File: src/rtl/poly_ram_reader.sv
// poly_ram_reader: read-side engine for a 12-bit x 512 dual-port coefficient RAM.
// Fetches N_COEFF coefficients two per cycle (even index on port A, odd index on
// port B) and streams them as {odd, even} pairs on a valid/ready interface.
// A credit rule keeps RAM reads in flight plus FIFO occupancy at or below 3.
// This bounds the 3-entry skid FIFO without a combinational m_ready->address path.
// Build option: define POLY_RD_BITREV_EN to read coefficient j from base + bitrev(j),
// which returns bit-reversed NTT output in natural order.

module poly_ram_reader #(
    parameter int ADDR_W  = 9,
    parameter int DATA_W  = 12,
    parameter int N_COEFF = 256
) (
    input  logic                  clk,
    input  logic                  rst_n,
    input  logic                  start,
    input  logic [ADDR_W-1:0]     base_addr,
    output logic                  busy,
    output logic                  done,
    output logic [ADDR_W-1:0]     ram_addr_a,
    output logic [ADDR_W-1:0]     ram_addr_b,
    output logic                  ram_we_a,
    output logic                  ram_we_b,
    input  logic [DATA_W-1:0]     ram_q_a,
    input  logic [DATA_W-1:0]     ram_q_b,
    output logic                  m_valid,
    input  logic                  m_ready,
    output logic [2*DATA_W-1:0]   m_data,
    output logic                  m_last
);

    localparam int LOG2N = $clog2(N_COEFF);
    localparam int K_W   = LOG2N - 1;
    localparam logic [K_W-1:0] K_MAX = {K_W{1'b1}};

    typedef enum logic [1:0] {
        ST_IDLE,
        ST_RUN,
        ST_DRAIN
    } state_t;

    state_t                r_state;
    logic [ADDR_W-1:0]     r_base;
    logic [K_W-1:0]        r_k;
    logic [ADDR_W-1:0]     r_addrA;
    logic [ADDR_W-1:0]     r_addrB;
    logic                  r_busy;
    logic                  r_done;
    logic                  r_inflight;
    logic                  r_inflightLast;
    logic [1:0]            r_count;
    logic [2*DATA_W-1:0]   r_fifoData [0:2];
    logic                  r_fifoLast [0:2];

    logic [K_W-1:0]        w_kNext;
    logic [2:0]            w_credit;
    logic                  w_issue;
    logic                  w_valid;
    logic                  w_pop;
    logic [1:0]            w_wrIdx;

    // Physical RAM address of coefficient index idx relative to base; wraps modulo 2**ADDR_W.
    function automatic logic [ADDR_W-1:0] coefAddr(input logic [ADDR_W-1:0] base,
                                                   input logic [LOG2N-1:0]  idx);
        logic [LOG2N-1:0] w_rev;
`ifdef POLY_RD_BITREV_EN
        for (int b = 0; b < LOG2N; b++) begin
            w_rev[b] = idx[LOG2N-1-b];
        end
`else
        w_rev = idx;
`endif
        return base + ADDR_W'(w_rev);
    endfunction

    assign w_kNext  = r_k + K_W'(1);
    assign w_credit = {1'b0, r_count} + {2'b00, r_inflight};
    assign w_issue  = (r_state == ST_RUN) && (w_credit < 3'd3);
    assign w_valid  = (r_count != 2'd0);
    assign w_pop    = w_valid && m_ready;
    assign w_wrIdx  = r_count - {1'b0, w_pop};

    assign busy       = r_busy;
    assign done       = r_done;
    assign ram_addr_a = r_addrA;
    assign ram_addr_b = r_addrB;
    assign ram_we_a   = 1'b0;
    assign ram_we_b   = 1'b0;
    assign m_valid    = w_valid;
    assign m_data     = r_fifoData[0];
    assign m_last     = r_fifoLast[0] & w_valid;

    // Control FSM: accept start, issue address pairs under credit, and wait for the last beat to drain.
    always_ff @(posedge clk or negedge rst_n) begin
        if (!rst_n) begin
            r_state        <= ST_IDLE;
            r_base         <= '0;
            r_k            <= '0;
            r_addrA        <= '0;
            r_addrB        <= '0;
            r_busy         <= 1'b0;
            r_done         <= 1'b0;
            r_inflight     <= 1'b0;
            r_inflightLast <= 1'b0;
        end else begin
            r_done         <= 1'b0;
            r_inflight     <= w_issue;
            r_inflightLast <= w_issue && (r_k == K_MAX);
            case (r_state)
                ST_IDLE: begin
                    if (start) begin
                        r_base  <= base_addr;
                        r_k     <= '0;
                        r_addrA <= coefAddr(base_addr, LOG2N'(0));
                        r_addrB <= coefAddr(base_addr, LOG2N'(1));
                        r_busy  <= 1'b1;
                        r_state <= ST_RUN;
                    end
                end
                ST_RUN: begin
                    if (w_issue) begin
                        r_k     <= w_kNext;
                        r_addrA <= coefAddr(r_base, {w_kNext, 1'b0});
                        r_addrB <= coefAddr(r_base, {w_kNext, 1'b1});
                        if (r_k == K_MAX) begin
                            r_state <= ST_DRAIN;
                        end
                    end
                end
                ST_DRAIN: begin
                    if (w_pop && r_fifoLast[0]) begin
                        r_busy  <= 1'b0;
                        r_done  <= 1'b1;
                        r_state <= ST_IDLE;
                    end
                end
                default: begin
                    r_state <= ST_IDLE;
                end
            endcase
        end
    end

    // Shift-register FIFO: entry 0 is the output head, captured RAM data is written behind the survivors.
    always_ff @(posedge clk or negedge rst_n) begin
        if (!rst_n) begin
            r_count <= 2'd0;
            for (int i = 0; i < 3; i++) begin
                r_fifoData[i] <= '0;
                r_fifoLast[i] <= 1'b0;
            end
        end else begin
            if (w_pop) begin
                for (int i = 0; i < 2; i++) begin
                    r_fifoData[i] <= r_fifoData[i+1];
                    r_fifoLast[i] <= r_fifoLast[i+1];
                end
            end
            if (r_inflight) begin
                r_fifoData[w_wrIdx] <= {ram_q_b, ram_q_a};
                r_fifoLast[w_wrIdx] <= r_inflightLast;
            end
            r_count <= r_count + {1'b0, r_inflight} - {1'b0, w_pop};
        end
    end

endmodule
File: config.mk
export PLATFORM = sky130hd
export DESIGN_NAME = poly_ram_reader
export DESIGN_NICKNAME = d
export VERILOG_FILES = /design/src/rtl/poly_ram_reader.sv
export SDC_FILE = /design/constraint.sdc
export NUM_CORES = 1
export LEC_CHECK = 0
export ABC_AREA = 0
export BUFFER_PORTS_ARGS = -buffer_cell sky130_fd_sc_hd__buf_2
export CORE_ASPECT_RATIO = 0.8
export CORE_MARGIN = 2
export CORE_UTILIZATION = 52
export DETAILED_ROUTE_END_ITERATION = 8
export PLACE_DENSITY = 0.85
export SYNTH_ARGS = -nofsm -noshare
export SYNTH_HDL_FRONTEND = slang
export SYNTH_SLANG_ARGS = --single-unit
File: constraint.sdc
create_clock -name clk -period 2.2 [get_ports clk]
set_input_delay 0.22 -clock clk [delete_from_list [all_inputs] [get_ports clk]]
set_output_delay 0.22 -clock clk [all_outputs]
set_load 0.02 [all_outputs]
Word level (Yosys, flattened, before mapping)
Cells that the tools add are included.
Widths: inputs -> output; s select.
{"block": "totals", "input_bits": 37, "regBits": 117, "wordCells": 78, "out_inout_bits": 48}
{"block": "classes", "magnitude_cmp": 3, "n_bitwise": 2, "eq_ne": 7, "n_reduce_logical": 13, "n_mux": 29, "addsub": 8}
{"cell": "$bwmux 72", "n": 1}
{"cell": "$mux 72", "n": 1}
{"cell": "$demux 24 s2", "n": 1}
{"cell": "$mux 48", "n": 1}
{"cell": "$mux 9", "n": 4}
{"cell": "$pmux 9 s2", "n": 2}
{"cell": "$mux 24", "n": 1}
{"cell": "$add 9x8->9", "n": 2}
{"cell": "$mux 7", "n": 2}
{"cell": "$pmux 7 s2", "n": 1}
{"cell": "$mux 2", "n": 5}
{"cell": "$add 9x1->9 const B", "n": 1}
{"cell": "$add 7x1->7 const B", "n": 1}
{"cell": "$eq 7x7->1 const B", "n": 1}
{"cell": "$ne 2x2->1 const B", "n": 3}
{"cell": "$pmux 2 s3", "n": 1}
{"cell": "$reduce_and 3->1", "n": 2}
{"cell": "$reduce_bool 2->1", "n": 3}
{"cell": "$logic_and 1x1->1", "n": 5}
{"cell": "$mux 1", "n": 5}
{"cell": "$reduce_and 4->1", "n": 1}
{"cell": "$sub 2x1->2", "n": 2}
{"cell": "$add 2x1->3", "n": 1}
{"cell": "$bwmux 3", "n": 1}
{"cell": "other kinds (14)", "n": 14}

Logic depth before layout (Yosys ltp)
Gate-level depths: netlist (run 1).
{"block": "depth", "depth_word": 10, "ltp_mapped": 11, "mapped_depth_nobuf": 9}

Worst setup path after synthesis (run 1)
Ideal clock, no wire load.
{"block": "synth_path", "kind": "register to register", "start": "register r_count[1]", "end": "register with a tool-made name", "path_stages_with_launch": 10, "setup_slack_ns": -0.253, "required_ns": 2.075, "path_buffers": 3, "setup_ns": 0.125, "arrival_time_ns": 2.328, "cell_sequence": "dfrtp_1 > or2_1 > clkbuf_2 > nand2_4 > inv_4 > buf_6 > ha_1 > nand3_1 > buf_2 > mux2_2"}
{"element": "start, declared", "line_no": "51", "text": "logic [1:0] r_count;"}
{"element": "start signal, assigned", "line_no": "163", "text": "r_count <= r_count + {1'b0, r_inflight} - {1'b0, w_pop};"}

Worst setup path in the final report (run 1)
{"block": "layout_path", "start": "register r_k[4]", "end": "register r_addrB[7], in the netlist ram_addr_b[7]"}
{"block": "layout_via", "elab_chain_len": 4}
{"element": "start, declared", "line_no": "44", "text": "logic [K_W-1:0] r_k;"}
{"element": "start signal, assigned", "line_no": "122", "text": "r_k <= w_kNext;"}
{"element": "$add 7x1->7", "line_no": "76", "text": "assign w_kNext = r_k + K_W'(1);"}
{"element": "$add 9x8->9", "line_no": "73", "text": "return base + ADDR_W'(w_rev);"}
{"element": "$mux 9", "line_no": "121", "text": "if (w_issue) begin"}
{"element": "$pmux 9 s2", "line_no": "109", "text": "case (r_state)"}
{"element": "end signal, assigned", "line_no": "115", "text": "r_addrB <= coefAddr(base_addr, LOG2N'(1));"}
{"element": "end signal, assigned", "line_no": "124", "text": "r_addrB <= coefAddr(r_base, {w_kNext, 1'b1});"}
{"element": "end, declared", "line_no": "46", "text": "logic [ADDR_W-1:0] r_addrB;"}
Every way passes these cells. The select of a mux whose other input is x is not followed.
A chain may end at the register's enable or synchronous reset.

==> results of run 1 <==
==> worst max-delay path, delay by kind of cell, from the launching register on <==
family	cells	cell delay, ps
simple gates	3	590
flops	1	410
fa+ha+maj	1	410
xor+xnor	2	330
compound gates	2	250
buf+inv	1	70
==> routing by layer <==
layer / share of wire / GRT usage / vias up
li1: - / - / 2060
met1: 0.43 / 0.301 / 2253
met2: 0.50 / 0.391 / 144
met3: 0.056 / 0.0579 / 25
met4: 0.015 / 0.0568 / 0
met5: 0 / 0 / -
==> layout make-up <==
| cell class | count | area (um^2) | area share |
|---|---|---|---|
| Clock buffer | 17 | 425 | 0.0589 |
| Timing Repair Buffer | 113 | 744 | 0.103 |
| Clock inverter | 14 | 131 | 0.0182 |
| Multi-Input combinational cell | 373 | 2770 | 0.383 |
| Sequential cell | 117 | 2930 | 0.405 |
| Tap cell | 144 | 180 | 0.0249 |
| Inverter | 12 | 47.5 | 0.00658 |
==> power breakdown <==
group	switching (W)	internal [W]	total [W]
Clock	0.00102	0.00156	0.00258
Sequential	0.000560	0.00315	0.00371
Combinational	0.00347	0.00271	0.00618
Total	0.00505	0.00742	0.0125
==> logic make-up after synthesis <==
| family | share of synthesized area |
|---|---|
| xor gates and xnor gates | 0.0371 |
| buffers and inverters | 0.0671 |
| DFF | 0.497 |
| AOI/OAI and AO/OA | 0.112 |
| muxes | 0.150 |
| adders and majority gates | 0.0386 |
| and+or+nand+nor | 0.0985 |
| other | 0.000636 |
==> Yosys cell counts, types with 2 or more instances <==
cell type | instances | area (um^2)
buf_6 | 7 | 78.8
nand4_1 | 3 | 18.8
buf_2 | 4 | 20.0
a21o_1 | 7 | 52.6
nor2_1 | 17 | 63.8
a22o_1 | 3 | 26.3
nor3_1 | 2 | 10.0
a31oi_1 | 5 | 31.3
xor2_1 | 11 | 96.3
clkbuf_1 | 13 | 48.8
o21a_1 | 3 | 22.5
fa_1 | 2 | 40.0
inv_1 | 11 | 41.3
buf_4 | 26 | 195
mux2i_1 | 51 | 510
a22oi_1 | 4 | 30.0
dfrtp_1 | 117 | 2930
and3_1 | 4 | 25.0
mux2_2 | 33 | 372
xnor2_1 | 14 | 123
nand2b_1 | 2 | 12.5
o21ai_1 | 12 | 60.1
o21ai_0 | 57 | 285
a21oi_1 | 15 | 75.1
ha_1 | 15 | 188
and2_1 | 2 | 12.5
nand3_1 | 11 | 55.1
nand2_1 | 80 | 300
a221oi_2 | 2 | 30.0
nand3b_1 | 2 | 15.0
==> metrics by stage <==
step / worst slack, ps / total power (W) / util / setup TNS, ps / cells
final: 72.6 / 0.0125 / 0.658 / 0 / 790
after global routing: -113 / 0.0133 / 0.658 / -271 / 790
after CTS: 7.20 / 0.0121 / 0.644 / 0 / 788
after detailed placement: -51.0 / 0.00943 / 0.589 / -186 / 754
after global placement: 30.2 / 0.00911 / 0.589 / 0 / 754
after floorplan: 0.907 / 0.00793 / - / 0 / 553
==> repair_timing <==
| item | CTS | global route |
|---|---|---|
| gates cloned | 0 | 1 |
| resized for setup | 4 | 27 |
| hold buffers | 1 | 0 |
| setup buffers | 2 | 1 |
| pin swaps | 1 | 14 |
| setup endpoints to repair | 6 | 12 |
| hold endpoints to repair | 51 | 0 |
==> path summary, 6_finish.rpt <==
check | start | endpoint | slack [ps]
setup / recovery | r_k[4] | ram_addr_b[7] | 70
hold / removal | ram_q_b[6] | r_fifoData[42] | 50
setup reg to reg | r_k[4] | ram_addr_b[7] | 70
hold reg to reg | ram_addr_b[0] | ram_addr_b[0] | 480
max in group asynchronous | rst_n | r_k[3] | 1130
min in group asynchronous | rst_n | m_data[16] | 410
==> impl_results.md, run 1 <==
- First-pass GRT wire length: 21900 um
- Syn_area_per_cell: around 11 um^2
- Filler cells: 745
- Count of cell types in the netlist: 47
- Status: finished, final reports clean
- Area after DPL: 0.00646 mm^2
- # H-tree levels: 4
- Most used DFF post-synth: dfrtp_1
- Skew final: 8.59 ps
- Die area: 0.0122 mm^2
- IO Pins: 85
- Cell Area, Synth: between 0.005 and 0.006 mm^2
- Worst hold slack: 54.6 ps
- Die width: 123 um
- Relative slew slack: 0.529
- Nets@finish: 688
- Commonest non-fill, non-tap cell in the layout: dfrtp_1
- DRT Pass-1 Iters: 5
- Leak: 3.42 nW
- Ratio of final minimum period to clock period: 0.967
- DP Wirelength: 9070 um
- FF-to-FF path depth: 9
- Measured slew at the worst slew-check pin: ~700 ps
- CP arrival: 2450 ps
- Area grow syn2layout: 22.5%
- Final hold vios: 0
- Max Freq: around 470 MHz
- Clk buf depth: 2
- Hold WC Path Type: in -> reg
- Asr flop ratio synth: 1.00
- Worst EP required: 2520 ps
- Yosys reg bits: 117
- Commonest non-fill, non-tap cells in the layout: dfrtp_1 (116), buf_2 (81), nand2_1 (80), o21ai_0 (54), mux2i_1 (51)
- Core area: 0.0110 mm^2
- CTS tree: built
- Cells along the critical path: and3_4 > nand3_1 > xnor2_2 > ha_2 > inv_1 > nor3_1 > a221oi_2 > xor2_1 > o22ai_1
- CP max-delay cell: dfrtp_1
- Clock Pin Slew Worst Setup and Hold Paths: about 60 ps
- Clock root buffer: clkbuf_16
- Number of max-cap violations: 0
- Via count: 4482
- Worst Setup Start Kind: flip-flop
- Layout cell share with drive strength beyond 1: 0.324
- GRT Total Usage: 0.232
- Peak VDD IR: 0.872 mV
- ANT nets after route: 0
- CP endpoint kind: flip-flop
- Number of cell rows: 34
- Sink Count: 117
- Wire per inst: 17.7 um
- Sequential share of the synthesized area: 0.497
- Num CTS Buffers: 17
- Final Setup Violations: 0
- Largest net degree at the start of global routing: between 50 and 60
- Drt initial violations: between 300 and 400
- Crit path kind: reg -> reg
- Placer congestion estimate: 0.900
- Design area: 0.00722 mm^2
- Global route overflow: 0
- Max incr delay on CP: 410 ps
- Syn. warnings: 0
- Vias in the first global route: 4464
- Worst skew pair latency: 410 ps
- Avg Vias per Cell: roughly 5.7
- Minimum clock period: between 2000 and 2500 ps
- Count of final max-slew check failures: 0
- RSZ-0062 raised after global routing: true
- # diodes: 0
- Cells after Synth: between 500 and 600
- Starting Density: 0.537
- CP max FO: 6
- Die height: 99.2 um
- Post-synth EDFFs: 0
- Hold Path Cell Cnt: 3
- Cell area power density: 1730 mW/mm^2
- WL final: roughly 14000 um
- Initial antenna violation count: 0
- # port buffers: 82
- DR DRC count: 0
Power figures use the tool's default switching activity.
==> inputs of run 2 (changes only) <==
--- a/config.mk
+++ b/config.mk
@@ -7,7 +7,7 @@
 export LEC_CHECK = 0
 export ABC_AREA = 0
 export BUFFER_PORTS_ARGS = -buffer_cell sky130_fd_sc_hd__buf_2
-export CORE_ASPECT_RATIO = 0.8
+export CORE_ASPECT_RATIO = 2
 export CORE_MARGIN = 2
 export CORE_UTILIZATION = 52
 export DETAILED_ROUTE_END_ITERATION = 8
==> run 2 against run 1 <==
Design area shrank 0.99%. Combinational power decreased by 4.9%. Register-to-register slack got worse by 30 ps. Routed wire length is 1.9% lower. Flip-flop and latch count unchanged. Critical path depth down 1. Sequential power barely moved. Clock skew up 2.0 ps. Setup slack worse by 31 ps. Non-clock buffer count rose by 4. Cell count increased by 0.38%. Worst hold slack worse by 16 ps. Largest power group unchanged. Highest routed layer unchanged.
==> impl_results.md, run 2 (synthesis gave the netlist of run 1 again) <==
- Via count: 4415 (-1.5%)
- DR DRC count: 0 (unchanged)
- Hold_sp: ram_q_a[8]
- WL final: 13700 um (-1.9%)
- CP arrival: 2450 ps (about the same)
- Layout cell share with drive strength beyond 1: 0.318 (-0.00556)
- CP max FO: 5 (-1)
- Clock root buffer: clkbuf_16
- ANT nets after route: 0 (unchanged)
- RSZ-0062 raised after global routing: true
- Commonest non-fill, non-tap cells in the layout: dfrtp_1 (115), buf_2 (81), nand2_1 (80), o21ai_0 (54), mux2i_1 (51)
- Leak: 3.44 nW (+0.64%)
- Die width: 79.3 um (-36%)
- Count of final max-slew check failures: 0 (unchanged)
- IO Pins: 85 (unchanged)
- Core area: 0.0112 mm^2 (+2.2%)
- Number of cell rows: 55 (+62%)
- Hold Path Cell Cnt: 3 (unchanged)
- Status: finished, final reports clean
- Worst EP required: 2500 ps (-20 ps)
- First-pass GRT wire length: 22200 um (+1.5%)
- Final Setup Violations: 0 (unchanged)
- Crit path kind: reg -> reg
- Largest net degree at the start of global routing: 64 (+19%)
- Worst skew pair latency: 410 ps (about the same)
- Die height: 155 um (+56%)
- Final hold vios: 0 (unchanged)
- Skew final: 10.6 ps (+2.01 ps)
- DP Wirelength: 9610 um (+5.9%)
- DRT Pass-1 Iters: 5 (unchanged)
- Sink Count: 117 (unchanged)
- Num CTS Buffers: 17 (unchanged)
- Drt initial violations: 253 (-30%)
- Clk buf depth: 2 (unchanged)
- # H-tree levels: 4 (unchanged)
- Peak VDD IR: 0.856 mV (-1.9%)
- Number of max-cap violations: 0 (unchanged)
- Critical R2R Launch: r_k[0]
- Clock Pin Slew Worst Setup and Hold Paths: 60 ps (about the same)
- Cell area power density: 1720 mW/mm^2 (-0.13%)
- # diodes: 0 (unchanged)
- Wire per inst: 17.2 um (-2.3%)
- Die area: 0.0123 mm^2 (+0.38%)
- Measured slew at the worst slew-check pin: 599 ps (-108 ps)
- CTS tree: built
- Max Freq: 463 MHz (-1.4%)
- Vias in the first global route: 4602 (+3.1%)
- Global route overflow: 0 (unchanged)
- Commonest non-fill, non-tap cell in the layout: dfrtp_1
- Starting Density: 0.526 (-0.0116)
- # port buffers: 82 (unchanged)
- Ratio of final minimum period to clock period: 0.981 (+0.0139)
- Avg Vias per Cell: 5.57 (-1.9%)
- Worst Setup Start Kind: flip-flop
- Design area: 0.00715 mm^2 (-0.99%)
- Area after DPL: 0.00644 mm^2 (-0.39%)
- Nets@finish: 692 (+0.58%)
- GRT Total Usage: 0.234 (+0.00241)
- Initial antenna violation count: 0 (unchanged)
- Relative slew slack: 0.601 (+0.0721)
- Hold WC Path Type: in -> reg
- CP endpoint kind: flip-flop
- Area grow syn2layout: 21.3%
- Final core area utilization: 0.638 (-0.0205)
- R2r setup slk: 40 ps (-30 ps)
- R2r endpoint: ram_addr_b[6]
- Placer congestion estimate: 0.922 (+2.4%)
- Hold EP: m_data[8]
- Minimum clock period: 2160 ps (+30.6 ps)
- FF-to-FF path depth: 8 (-1)
[run 2: changes by cell type in the layout (fill, tap and decap cells not counted), moves of 2 or more]
cell / before / now
ha_1: 9 / 12
clkinvlp_4: 3 / 1
buf_12: 6 / 3
ha_4: 4 / 2
xor2_1: 9 / 11
buf_4: 23 / 32
inv_6: 2 / 8
clkinv_4: 4 / 2
clkinv_2: 3 / 1
[run 2: what timing repair did]
| action | in CTS | in global routing |
|---|---|---|
| setup endpoints to repair | 6 | 10 |
| pin swaps | 3 | 8 |
| endpoints found under the hold margin | 18 | 0 |
| gates resized for setup | 5 | 15 |
| hold buffers | 1 | 0 |
| setup buffers | 2 | 4 |
[run 2: stage by stage]
stage	setup TNS (ps)	cells	power (W)	setup WS (ps)	hold slack, ps
global route	-84.8	793	0.0132	-59.0	42.2
floorplan	0	553	0.00793	0.907	-75.6
detailed placement	-158	754	0.00935	-62.0	118
CTS	-2.49	789	0.0122	-2.49	26.1
global placement	-13.8	754	0.00905	-13.8	104
finish	0	793	0.0123	42.0	38.5
[run 2: final cells by class]
class | count | area [um^2]
Clock buffer | 18 | 439
Clock inverter | 14 | 160
Fill cell | 855 | 4060
Inverter | 12 | 47.5
Multi-Input combinational cell | 373 | 2680
Sequential cell | 117 | 2930
Tap cell | 142 | 178
Timing Repair Buffer | 117 | 716
[run 2: how the worst max path moves through the flow]
stage	start	end	slack, ps	cells past startpoint
2_1_floorplan	r_k[0]	ram_addr_b[6]	0.9	9
3_3_place_gp	r_k[0]	ram_addr_b[6]	-10	8
3_5_place_dp	r_k[0]	ram_addr_b[6]	-60	8
4_1_cts	r_k[0]	ram_addr_b[6]	-2	9
5_1_grt	r_k[0]	ram_addr_b[6]	-60	8
6_report	r_k[0]	ram_addr_b[6]	40	8
[run 2: critical path: stages (launching register included)]
cell and delay (ps):
dfrtp_2 440, ha_4 190, xor2_1 150, ha_1 330, a21o_1 180, a21o_1 180, a221oi_2 300, xnor2_1 100
a21o_1 170
[run 2: where the power goes]
group          internal (W)  switching [W]  leakage (nW)
Sequential          0.00315       0.000527          1.42
Clock               0.00173        0.00105         0.293
Combinational       0.00250        0.00338          1.72
Total               0.00738        0.00495          3.44
[run 2: per-layer routing]
metal | up-vias | routed length (um) | global-route usage
li1 | 2071 | - | -
met3 | 25 | 576 | 0.0642
met1 | 2188 | 4910 | 0.239
met5 | - | 0 | 0
met2 | 131 | 7850 | 0.439
met4 | 0 | 346 | 0.0911
==> inputs of run 3 (changes only) <==
--- a/config.mk
+++ b/config.mk
@@ -10,6 +10,7 @@
 export CORE_ASPECT_RATIO = 2
 export CORE_MARGIN = 2
 export CORE_UTILIZATION = 52
+export CTS_CLUSTER_SIZE = 40
 export DETAILED_ROUTE_END_ITERATION = 8
 export PLACE_DENSITY = 0.85
 export SYNTH_ARGS = -nofsm -noshare
==> constraint.sdc (replaced) <==
create_clock -name clk -period 2.2 [get_ports clk]
set_input_delay 0.33 -clock clk [delete_from_list [all_inputs] [get_ports clk]]
set_output_delay 0.33 -clock clk [all_outputs]
set_load 0.02 [all_outputs]
==> run 3 against run 2 <==
Die area unchanged. Largest power group unchanged. Core utilization increased by 0.16 points. Critical path depth increased by 1. Worst hold slack improved by 110 ps. Register-to-register slack about the same. Design area increased by 0.24%. Largest cell class unchanged. Global-route usage increased by 0.071 points. Routed wire length increased by 0.75%. Sequential share of layout area decreased by 0.12 points. First-iteration DRC count decreased by 28%. Clock power decreased by 4%.
==> impl_results.md, run 3 (synthesis gave the netlist of run 1 again) <==
- Status: finished, final reports clean
- Die width: 79.3 um (unchanged)
- Worst Setup Start Kind: flip-flop
- Worst hold slack: 152 ps (+113 ps)
- Number of max-cap violations: 0 (unchanged)
- Filler cells: 865 (+1.2%)
- Final hold vios: 0 (unchanged)
- Design area: 0.00717 mm^2 (+0.24%)
- Clk buf depth: 2 (unchanged)
- Clock root buffer: clkbuf_16
- Number of cell rows: 55 (unchanged)
- Measured slew at the worst slew-check pin: 644 ps (+44.7 ps)
- Minimum clock period: 2160 ps (+2.15 ps)
- CP max-delay cell: dfrtp_2
- Nets@finish: 690 (-0.29%)
- WP buf/inv: 2 (+2)
- Sink Count: 117 (unchanged)
- Max Freq: 463 MHz (about the same)
- Max incr delay on CP: 440 ps (about the same)
- Layout cell share with drive strength beyond 1: 0.324 (+0.00560)
- IO Pins: 85 (unchanged)
- # port buffers: 82 (unchanged)
- Relative slew slack: 0.571 (-0.0298)
- Ratio of final minimum period to clock period: 0.982 (about the same)
- Starting Density: 0.526 (unchanged)
- Total power: 0.0123 W (+0.12%)
- Die area: 0.0123 mm^2 (unchanged)
- Via count: 4365 (-1.1%)
- Die height: 155 um (unchanged)
- GRT Total Usage: 0.235 (+0.000709)
- Leak: 3.42 nW (-0.62%)
- Setup TNS: 0 ps (unchanged)
- WL final: 13800 um (+0.75%)
- First-pass GRT wire length: 22300 um (+0.16%)
- Cell area power density: 1720 mW/mm^2 (-0.12%)
- Clock Pin Slew Worst Setup and Hold Paths: 60 ps (about the same)
- Avg Vias per Cell: 5.52 (-0.88%)
- DP Wirelength: 9710 um (+1.1%)
- Peak VDD IR: 0.851 mV (-0.60%)
- ANT nets after route: 0 (unchanged)
- Largest net degree at the start of global routing: 48 (-25%)
- Area grow syn2layout: 21.6%
- Core area: 0.0112 mm^2 (unchanged)
- Count of final max-slew check failures: 0 (unchanged)
- Wire per inst: 17.4 um (+1.0%)
- Commonest non-fill, non-tap cell in the layout: dfrtp_1
- Top delay family on crit path: compound AO/OA/AOI/OAI gates
- Crit path kind: reg -> reg
- DR DRC count: 0 (unchanged)
- Commonest non-fill, non-tap cells in the layout: dfrtp_1 (116), buf_2 (81), nand2_1 (80), o21ai_0 (54), mux2i_1 (51)
- Num CTS Buffers: 17 (unchanged)
- Worst setup margin: 39.9 ps (-2.15 ps)
- Hold WC Path Type: in -> reg
- Area after DPL: 0.00644 mm^2 (+0.12%)
- DRT Pass-1 Iters: 4 (-1)
- Final Setup Violations: 0 (unchanged)
- CTS tree: built
- Most used cell, CP: buf_4
- Area of the multi-input gates: 0.00273 mm^2 (+1.6%)
- Worst skew pair latency: 410 ps (about the same)
- CP arrival: 2480 ps (+30 ps)
- Register area: 0.00293 mm^2 (about the same)
- CP endpoint kind: flip-flop
- Cells along the critical path: ha_4 > xor2_1 > ha_1 > buf_4 > buf_4 > a21oi_1 > o21ai_1 > xnor2_1 > o21ai_0
- Initial antenna violation count: 0 (unchanged)
- Skew final: 5.86 ps (-4.75 ps)
- Dpl ws: -67.5 ps (-5.55 ps)
- Vias in the first global route: 4655 (+1.2%)
- Drt initial violations: 183 (-28%)
- # diodes: 0 (unchanged)
- CP max FO: 5 (unchanged)
- RSZ-0062 raised after global routing: true
- Global route overflow: 0 (unchanged)
- Placer congestion estimate: 0.970 (+5.2%)
- # H-tree levels: 4 (unchanged)
- Worst EP required: 2520 ps (+20 ps)
==> run 3: cell types whose count changed in the layout (fill, tap and decap cells not counted), sizes merged <==
cell / previous run / this run
clkinv: 3 / 4
buf: 116 / 114
bufinv: 2 / 1
clkinvlp: 1 / 2
inv: 20 / 19
==> run 3: worst min-delay path: cells and delay by family <==
family                 cells  cell delay, ps
AOI/OAI and AO/OA          1              60
buffers and inverters      1              90
and+or+nand+nor            1              40
==> run 3: worst paths after layout <==
check	start	end	slack, ps	cells after the start
worst max-delay path	r_k[0]	ram_addr_b[8]	40	9
worst min register to register	ram_addr_a[3]	ram_addr_a[3]	480	2
max in group asynchronous	rst_n	r_k[0]	920	3
min in group asynchronous	rst_n	m_data[6]	480	2
worst min-delay path	ram_q_a[6]	m_data[6]	150	3
worst max register to register	r_k[0]	ram_addr_b[8]	40	9
==> run 3: cell type report <==
| cell class | count | share of cell area |
|---|---|---|
| Tap cell | 142 | 0.0248 |
| Clock inverter | 14 | 0.0195 |
| Clock buffer | 18 | 0.0612 |
| Sequential cell | 117 | 0.408 |
| Timing Repair Buffer | 115 | 0.0988 |
| Multi-Input combinational cell | 373 | 0.380 |
| Inverter | 12 | 0.00698 |
==> run 3: report_power, final <==
part           internal (W)  leakage, nW  switching [W]
clock               0.00161        0.281        0.00106
combinational       0.00257         1.71        0.00341
sequential          0.00315         1.43       0.000543
==> run 3: per-stage QoR <==
stage | util | std cells
finish | 0.639 | 791
global route | 0.639 | 791
CTS | 0.629 | 789
detailed placement | 0.575 | 755
global placement | 0.575 | 755
floorplan | - | 553
==> run 3: layer usage <==
| layer | up-vias | global-route usage | part of all wire | routed length (um) |
|---|---|---|---|---|
| li1 | 2061 | - | - | - |
| met1 | 2154 | 0.250 | 0.38 | 5230 |
| met2 | 114 | 0.433 | 0.56 | 7730 |
| met3 | 36 | 0.0414 | 0.028 | 379 |
| met4 | 0 | 0.116 | 0.032 | 437 |
| met5 | - | 0 | 0 | 0 |
==> run 3: timing repair <==
action / 4_1_cts / 5_1_grt
buffers inserted: 1 / 2
gates resized for setup: 4 / 26
hold endpoints to repair: 44 / 0
setup endpoints to repair: 6 / 11
pin swaps: 3 / 9
hold buffers: 1 / 0
